`src/rtl/soml_pkg.sv`:
```
// Shared SOML constants, encoder state enum and lane-pack index helper.
// Lane 0 sits in the most significant W bits of a packed 4-lane bus.
package soml_pkg;

  localparam int SOML_W     = 16;
  localparam int SOML_FRAC  = 8;
  localparam int SOML_LANES = 4;

  typedef enum logic [1:0] {
    ENC_FILL  = 2'd0,
    ENC_SEND0 = 2'd1,
    ENC_SEND1 = 2'd2
  } enc_state_t;

  function automatic int lane_lo(input int lane);
    return (SOML_LANES - 1 - lane) * SOML_W;
  endfunction

endpackage

```
`src/rtl/soml_stbc_enc_if.sv`:
```
// Symbol-in / column-out stream bundle for the SOML STBC encoder.
// master = symbol source and column sink; slave = encoder.
interface soml_stbc_enc_if;
  import soml_pkg::*;

  logic                           in_valid;
  logic                           in_ready;
  logic [SOML_W-1:0]              in_r;
  logic [SOML_W-1:0]              in_i;
  logic                           out_valid;
  logic                           out_ready;
  logic                           out_slot;
  logic [SOML_LANES*SOML_W-1:0]   out_r;
  logic [SOML_LANES*SOML_W-1:0]   out_i;

  modport master (
    output in_valid, in_r, in_i, out_ready,
    input  in_ready, out_valid, out_slot, out_r, out_i
  );

  modport slave (
    input  in_valid, in_r, in_i, out_ready,
    output in_ready, out_valid, out_slot, out_r, out_i
  );

endinterface

```
`src/rtl/soml_neg.sv`:
```
// W-bit two's-complement negator. With SOML_ENC_SAT_EN defined the most
// negative value maps to the most positive one instead of wrapping.
module soml_neg
  import soml_pkg::*;
#(
  parameter int W = SOML_W
) (
  input  logic [W-1:0] a,
  output logic [W-1:0] y
);

`ifdef SOML_ENC_SAT_EN
  localparam logic [W-1:0] MIN_VAL = {1'b1, {(W-1){1'b0}}};
  localparam logic [W-1:0] MAX_VAL = {1'b0, {(W-1){1'b1}}};

  assign y = (a == MIN_VAL) ? MAX_VAL : (~a + W'(1));
`else
  assign y = ~a + W'(1);
`endif

endmodule

```
`src/rtl/soml_stbc_enc.sv`:
```
// SOML transmit STBC encoder: buffers 4 Q8.8 symbols, then emits the slot-0
// and slot-1 Alamouti-style columns. Saturating negation: SOML_ENC_SAT_EN.
module soml_stbc_enc
  import soml_pkg::*;
(
  input  logic                  clk,
  input  logic                  rst,
  soml_stbc_enc_if.slave        bus
);

  localparam int BW = SOML_LANES * SOML_W;

  enc_state_t        state, state_nxt;
  logic [1:0]        cnt, cnt_nxt;
  logic [SOML_W-1:0] buf_r     [SOML_LANES];
  logic [SOML_W-1:0] buf_i     [SOML_LANES];
  logic [SOML_W-1:0] buf_r_nxt [SOML_LANES];
  logic [SOML_W-1:0] buf_i_nxt [SOML_LANES];
  logic [BW-1:0]     out_r_nxt, out_i_nxt;
  logic [SOML_W-1:0] neg_s1_r, neg_s0_i, neg_s3_r, neg_s2_i;
  logic              in_fire, out_fire;

  assign in_fire  = bus.in_valid  && bus.in_ready;
  assign out_fire = bus.out_valid && bus.out_ready;

  soml_neg #(.W(SOML_W)) u_neg_s1_r (.a(buf_r[1]), .y(neg_s1_r));
  soml_neg #(.W(SOML_W)) u_neg_s0_i (.a(buf_i[0]), .y(neg_s0_i));
  soml_neg #(.W(SOML_W)) u_neg_s3_r (.a(buf_r[3]), .y(neg_s3_r));
  soml_neg #(.W(SOML_W)) u_neg_s2_i (.a(buf_i[2]), .y(neg_s2_i));

  // Output data is computed one cycle ahead so every port can be a register;
  // the slot-0 column must include the symbol accepted in the same cycle.
  always_comb begin
    state_nxt = state;
    cnt_nxt   = cnt;
    buf_r_nxt = buf_r;
    buf_i_nxt = buf_i;
    out_r_nxt = bus.out_r;
    out_i_nxt = bus.out_i;
    case (state)
      ENC_FILL: begin
        if (in_fire) begin
          buf_r_nxt[cnt] = bus.in_r;
          buf_i_nxt[cnt] = bus.in_i;
          cnt_nxt        = cnt + 2'd1;
          if (cnt == 2'd3) begin
            state_nxt = ENC_SEND0;
            for (int k = 0; k < SOML_LANES; k++) begin
              out_r_nxt[lane_lo(k) +: SOML_W] = buf_r_nxt[k];
              out_i_nxt[lane_lo(k) +: SOML_W] = buf_i_nxt[k];
            end
          end
        end
      end
      ENC_SEND0: begin
        if (out_fire) begin
          state_nxt = ENC_SEND1;
          out_r_nxt = {neg_s1_r, buf_r[0], neg_s3_r, buf_r[2]};
          out_i_nxt = {buf_i[1], neg_s0_i, buf_i[3], neg_s2_i};
        end
      end
      ENC_SEND1: begin
        if (out_fire) begin
          state_nxt = ENC_FILL;
        end
      end
      default: begin
        state_nxt = ENC_FILL;
      end
    endcase
  end

  always_ff @(posedge clk or negedge rst) begin
    if (!rst) begin
      state         <= ENC_FILL;
      cnt           <= 2'd0;
      buf_r         <= '{default: '0};
      buf_i         <= '{default: '0};
      bus.in_ready  <= 1'b0;
      bus.out_valid <= 1'b0;
      bus.out_slot  <= 1'b0;
      bus.out_r     <= '0;
      bus.out_i     <= '0;
    end else begin
      state         <= state_nxt;
      cnt           <= cnt_nxt;
      buf_r         <= buf_r_nxt;
      buf_i         <= buf_i_nxt;
      bus.in_ready  <= (state_nxt == ENC_FILL);
      bus.out_valid <= (state_nxt != ENC_FILL);
      bus.out_slot  <= (state_nxt == ENC_SEND1);
      bus.out_r     <= out_r_nxt;
      bus.out_i     <= out_i_nxt;
    end
  end

endmodule

```
`src/flat_wrapper.sv`:
```
// flat-port wrapper written by rule: the top's interface ports become plain ports
module soml_stbc_enc_flat import soml_pkg::*;
  (clk, rst, bus_in_valid, bus_in_r, bus_in_i, bus_out_ready, bus_in_ready, bus_out_valid, bus_out_slot, bus_out_r, bus_out_i);
  soml_stbc_enc_if bus_i ();
  input  logic clk;
  input  logic rst;
  input wire logic [$bits(bus_i.in_valid)-1:0] bus_in_valid;
  input wire logic [$bits(bus_i.in_r)-1:0] bus_in_r;
  input wire logic [$bits(bus_i.in_i)-1:0] bus_in_i;
  input wire logic [$bits(bus_i.out_ready)-1:0] bus_out_ready;
  output wire logic [$bits(bus_i.in_ready)-1:0] bus_in_ready;
  output wire logic [$bits(bus_i.out_valid)-1:0] bus_out_valid;
  output wire logic [$bits(bus_i.out_slot)-1:0] bus_out_slot;
  output wire logic [$bits(bus_i.out_r)-1:0] bus_out_r;
  output wire logic [$bits(bus_i.out_i)-1:0] bus_out_i;
  assign bus_i.in_valid = bus_in_valid;
  assign bus_i.in_r = bus_in_r;
  assign bus_i.in_i = bus_in_i;
  assign bus_i.out_ready = bus_out_ready;
  assign bus_in_ready = bus_i.in_ready;
  assign bus_out_valid = bus_i.out_valid;
  assign bus_out_slot = bus_i.out_slot;
  assign bus_out_r = bus_i.out_r;
  assign bus_out_i = bus_i.out_i;
  soml_stbc_enc u_core (.clk(clk), .rst(rst), .bus(bus_i));
endmodule
```
`config.mk`:
```
export PLATFORM = sky130hd
export DESIGN_NAME = soml_stbc_enc_flat
export DESIGN_NICKNAME = d
export VERILOG_FILES = /design/src/rtl/soml_pkg.sv /design/src/rtl/soml_stbc_enc_if.sv /design/src/rtl/soml_neg.sv /design/src/rtl/soml_stbc_enc.sv /design/src/flat_wrapper.sv
export SDC_FILE = /design/constraint.sdc
export NUM_CORES = 1
export LEC_CHECK = 0
export CAP_MARGIN = 20
export CORE_AREA = 2 2 133 232
export CTS_CLUSTER_DIAMETER = 40
export CTS_CLUSTER_SIZE = 24
export DETAILED_ROUTE_END_ITERATION = 10
export DIE_AREA = 0 0 135 234
export MAX_ROUTING_LAYER = met4
export PLACE_DENSITY = 0.65
export SLEW_MARGIN = 0
export SYNTH_ARGS = -nofsm -noshare
export SYNTH_HDL_FRONTEND = slang
export SYNTH_SLANG_ARGS = --single-unit
```
`constraint.sdc`:
```
create_clock -name clk -period 2.49 [get_ports clk]
set_input_delay 0.498 -clock clk [delete_from_list [all_inputs] [get_ports clk]]
set_output_delay 0.498 -clock clk [all_outputs]
set_load 0.05 [all_outputs]
```
==> impl_metrics.env <==
export IMPL_run_status="finished clean"
export IMPL_worst_slew_pin_slew_ps=612
export IMPL_start_util=0.433
export IMPL_crit_path_end_kind="output port"
export IMPL_drt_antenna_violating_nets=0
export IMPL_antenna_found_initial=0
export IMPL_fillers=2738
export IMPL_grt_setup_unrepaired="false"
export IMPL_drv_cap=0
export IMPL_ios=167
export IMPL_grt_ovfl_total=0
export IMPL_final_common_cell="dfrtp_1"
export IMPL_die_w_microns=135
export IMPL_hold_viol_final=0
export IMPL_syn_to_final_growth_pct=26.9
export IMPL_grt_pass1_wl_microns=57800
export IMPL_routed_wl_microns=36800
export IMPL_ys_async_sr_fraction=1.00
export IMPL_core_sq_um=29800
export IMPL_synth_seq_cells=263
export IMPL_power_leakage_nw=6.89
export IMPL_dp_hpwl_microns=26400
export IMPL_crit_family="buffers and inverters"
export IMPL_cts_root_buf="clkbuf_16"
export IMPL_synthCells=1311
export IMPL_max_freq_ghz=0.429
export IMPL_required_ps=1990
export IMPL_grt_use_total=0.244
export IMPL_cts_sinks=263
export IMPL_grt_max_degree=81
export IMPL_final_max_slew_viol_count=0
export IMPL_fin_cells=1884
export IMPL_power_density_nw_per_um2=1590
export IMPL_layout_common_cells="dfrtp_1 (263), a21oi_1 (178), nor2_1 (166), clkdlybuf4s50_1 (165), nand2_1 (129)"
export IMPL_via_count=10165
export IMPL_place_gp_congestion=0.890
export IMPL_placed_cell_area_sq_um=15400
export IMPL_htreeDepth=1
export IMPL_dieHeight_microns=234
export IMPL_arrival_ps=1830
export IMPL_setup_violations_final=0
export IMPL_dr_first_iter_drc_count=585
export IMPL_worstSetupPathType="reg2out"
export IMPL_crit_chain="clkdlybuf4s50_1"
export IMPL_io_buffers=166
export IMPL_drive_gt1_frac=0.140
export IMPL_skew_ps=31.1
export IMPL_crit_fanout=2
export IMPL_ys_seq_area_frac=0.509
export IMPL_design_area_sq_um=16400
export IMPL_synth_top_flop_cell="dfrtp_1"
export IMPL_insertion_delay_ps=570
export IMPL_syn_area_sq_um=12900
export IMPL_path_clk_slew_ps=70
export IMPL_grt_pass1_vias=10254
export IMPL_min_delay_path_class="reg2reg"
export IMPL_period_minus_slack_ps=2330
export IMPL_cts_buffers_inserted=26
export IMPL_avgSynthCellArea_sq_um=9.85
export IMPL_nets=1519
export IMPL_setup_tns_ps=0
export IMPL_crit_buf_inv=1
export IMPL_die_area_sq_um=31600
export IMPL_avgViaCountPerCell=5.40
export IMPL_synth_cell_types=46
export IMPL_cts_tree="yes"
export IMPL_critPathSlowestCell="clkdlybuf4s50_1"
export IMPL_period_share=0.935
export IMPL_post_cts_repair_setup_buffers=0
export IMPL_clock_path_buffers=3
export IMPL_yosysWarnings=0
export IMPL_synth_edf_count=0
export IMPL_slowest_delay_ps=840
export IMPL_drc=0
export IMPL_slew_headroom=0.591
export IMPL_routedWlPerCell_microns=19.5
export IMPL_first_pass_iters=6
export IMPL_fp_row_count=84
export IMPL_crit_path_start_kind="flop"
export IMPL_vdd_drop_max_mv=0.977
export IMPL_final_util=0.549
export IMPL_synth_fp_nets=1355
export IMPL_place_inst=1833
-- flip-flops by register name (all words and copies together) (netlist names) --
name,count
u_core.buf_i,64
u_core.buf_r,64
u_core.bus.in_ready,1
u_core.bus.out_i,64
u_core.bus.out_r,64
u_core.bus.out_slot,1
u_core.bus.out_valid,1
u_core.cnt,2
u_core.state,2
-- timing repair --
action | 4_1_cts | 5_1_grt
endpoints found under the hold margin | 57 | 0
gates resized for setup | 0 | 0
hold buffers | 1 | 0
-- area by class of cell --
class / instances / area (sq um) / area share
sequential: 263 / 6580 / 0.401
clock inverter: 22 / 310 / 0.0189
timing repair buffer: 227 / 2350 / 0.143
antenna: 2 / 5.00 / 0.000305
inverter: 11 / 41.3 / 0.00252
multi-input combinational: 946 / 5970 / 0.364
clock buffer: 26 / 651 / 0.0397
tap: 387 / 484 / 0.0295
-- report_power, final --
part / switching [mW] / internal, mW / total (mW)
clock: 1.94 / 2.43 / 4.38
sequential: 1.78 / 6.27 / 8.05
combinational: 8.41 / 5.26 / 13.7
total: 12.1 / 14.0 / 26.1
-- metrics by stage --
step                hold slack, ps  worst slack (ps)  power, mW
finish                         476               161       26.1
global route                   503               133       27.7
CTS                            485               140       26.3
detailed placement             469              91.3       21.8
global placement               463               108       21.6
floorplan                      202               508       16.9
-- worst paths after layout --
kind | from | endpoint | slack [ps] | cells past startpoint
setup / recovery | u_core.bus.out_i[14]$_DFFE_PN0P_ | bus_out_i[14] | 160 | 1
hold / removal | u_core.bus.out_r[0]$_DFFE_PN0P_ | u_core.bus.out_r[0]$_DFFE_PN0P_ | 480 | 2
setup reg to reg | u_core.buf_i[53]$_DFFE_PN0P_ | u_core.bus.out_i[43]$_DFFE_PN0P_ | 320 | 5
hold reg to reg | u_core.bus.out_r[0]$_DFFE_PN0P_ | u_core.bus.out_r[0]$_DFFE_PN0P_ | 480 | 2
max in group asynchronous | rst | u_core.bus.out_r[2]$_DFFE_PN0P_ | 1190 | 3
min in group asynchronous | rst | u_core.buf_r[50]$_DFFE_PN0P_ | 490 | 2
-- synth_stat cells (2+ instances only) --
master,n,area share
a2111oi_0,2,0.0014
a21oi_1,179,0.069
a31oi_1,9,0.0044
buf_1,6,0.0017
buf_2,23,0.0089
clkbuf_1,62,0.018
dfrtp_1,263,0.51
ha_1,8,0.0077
inv_1,11,0.0032
mux2_2,83,0.072
mux2i_1,120,0.093
nand2_1,130,0.038
nand2b_1,5,0.0024
nand3_1,5,0.0019
nand4_1,9,0.0044
nand4b_1,6,0.0041
nor2_1,166,0.048
nor2b_1,4,0.0019
nor3_1,13,0.0050
nor3_2,2,0.0015
nor3b_1,2,0.0012
nor4_1,8,0.0039
o21ai_0,111,0.043
o21ai_1,7,0.0027
o31ai_1,2,0.0012
or3_1,6,0.0029
or4_1,3,0.0017
xnor2_1,22,0.015
xor2_1,27,0.018
-- per-layer routing --
layer	global-route usage	vias to the layer above	wire length (microns)
met1	0.262	4959	13400
met3	0.0277	70	1520
met4	0.121	0	1880
met5	-	-	0
li1	-	4894	-
met2	0.443	242	20000
-- logic make-up (layout without fill, tap and decap cells) --
kind of cell | Yosys count | in the layout | share of synthesized area
buffers and inverters | 102 | 286 | 0.0319
AOI/OAI and AO/OA | 316 | 316 | 0.126
and+or+nand+nor | 370 | 370 | 0.126
muxes | 203 | 203 | 0.165
other | 0 | 2 | 0
adders and majority gates | 8 | 8 | 0.00775
xor gates and xnor gates | 49 | 49 | 0.0332
DFF | 263 | 263 | 0.509
Power figures use the tool's default switching activity.
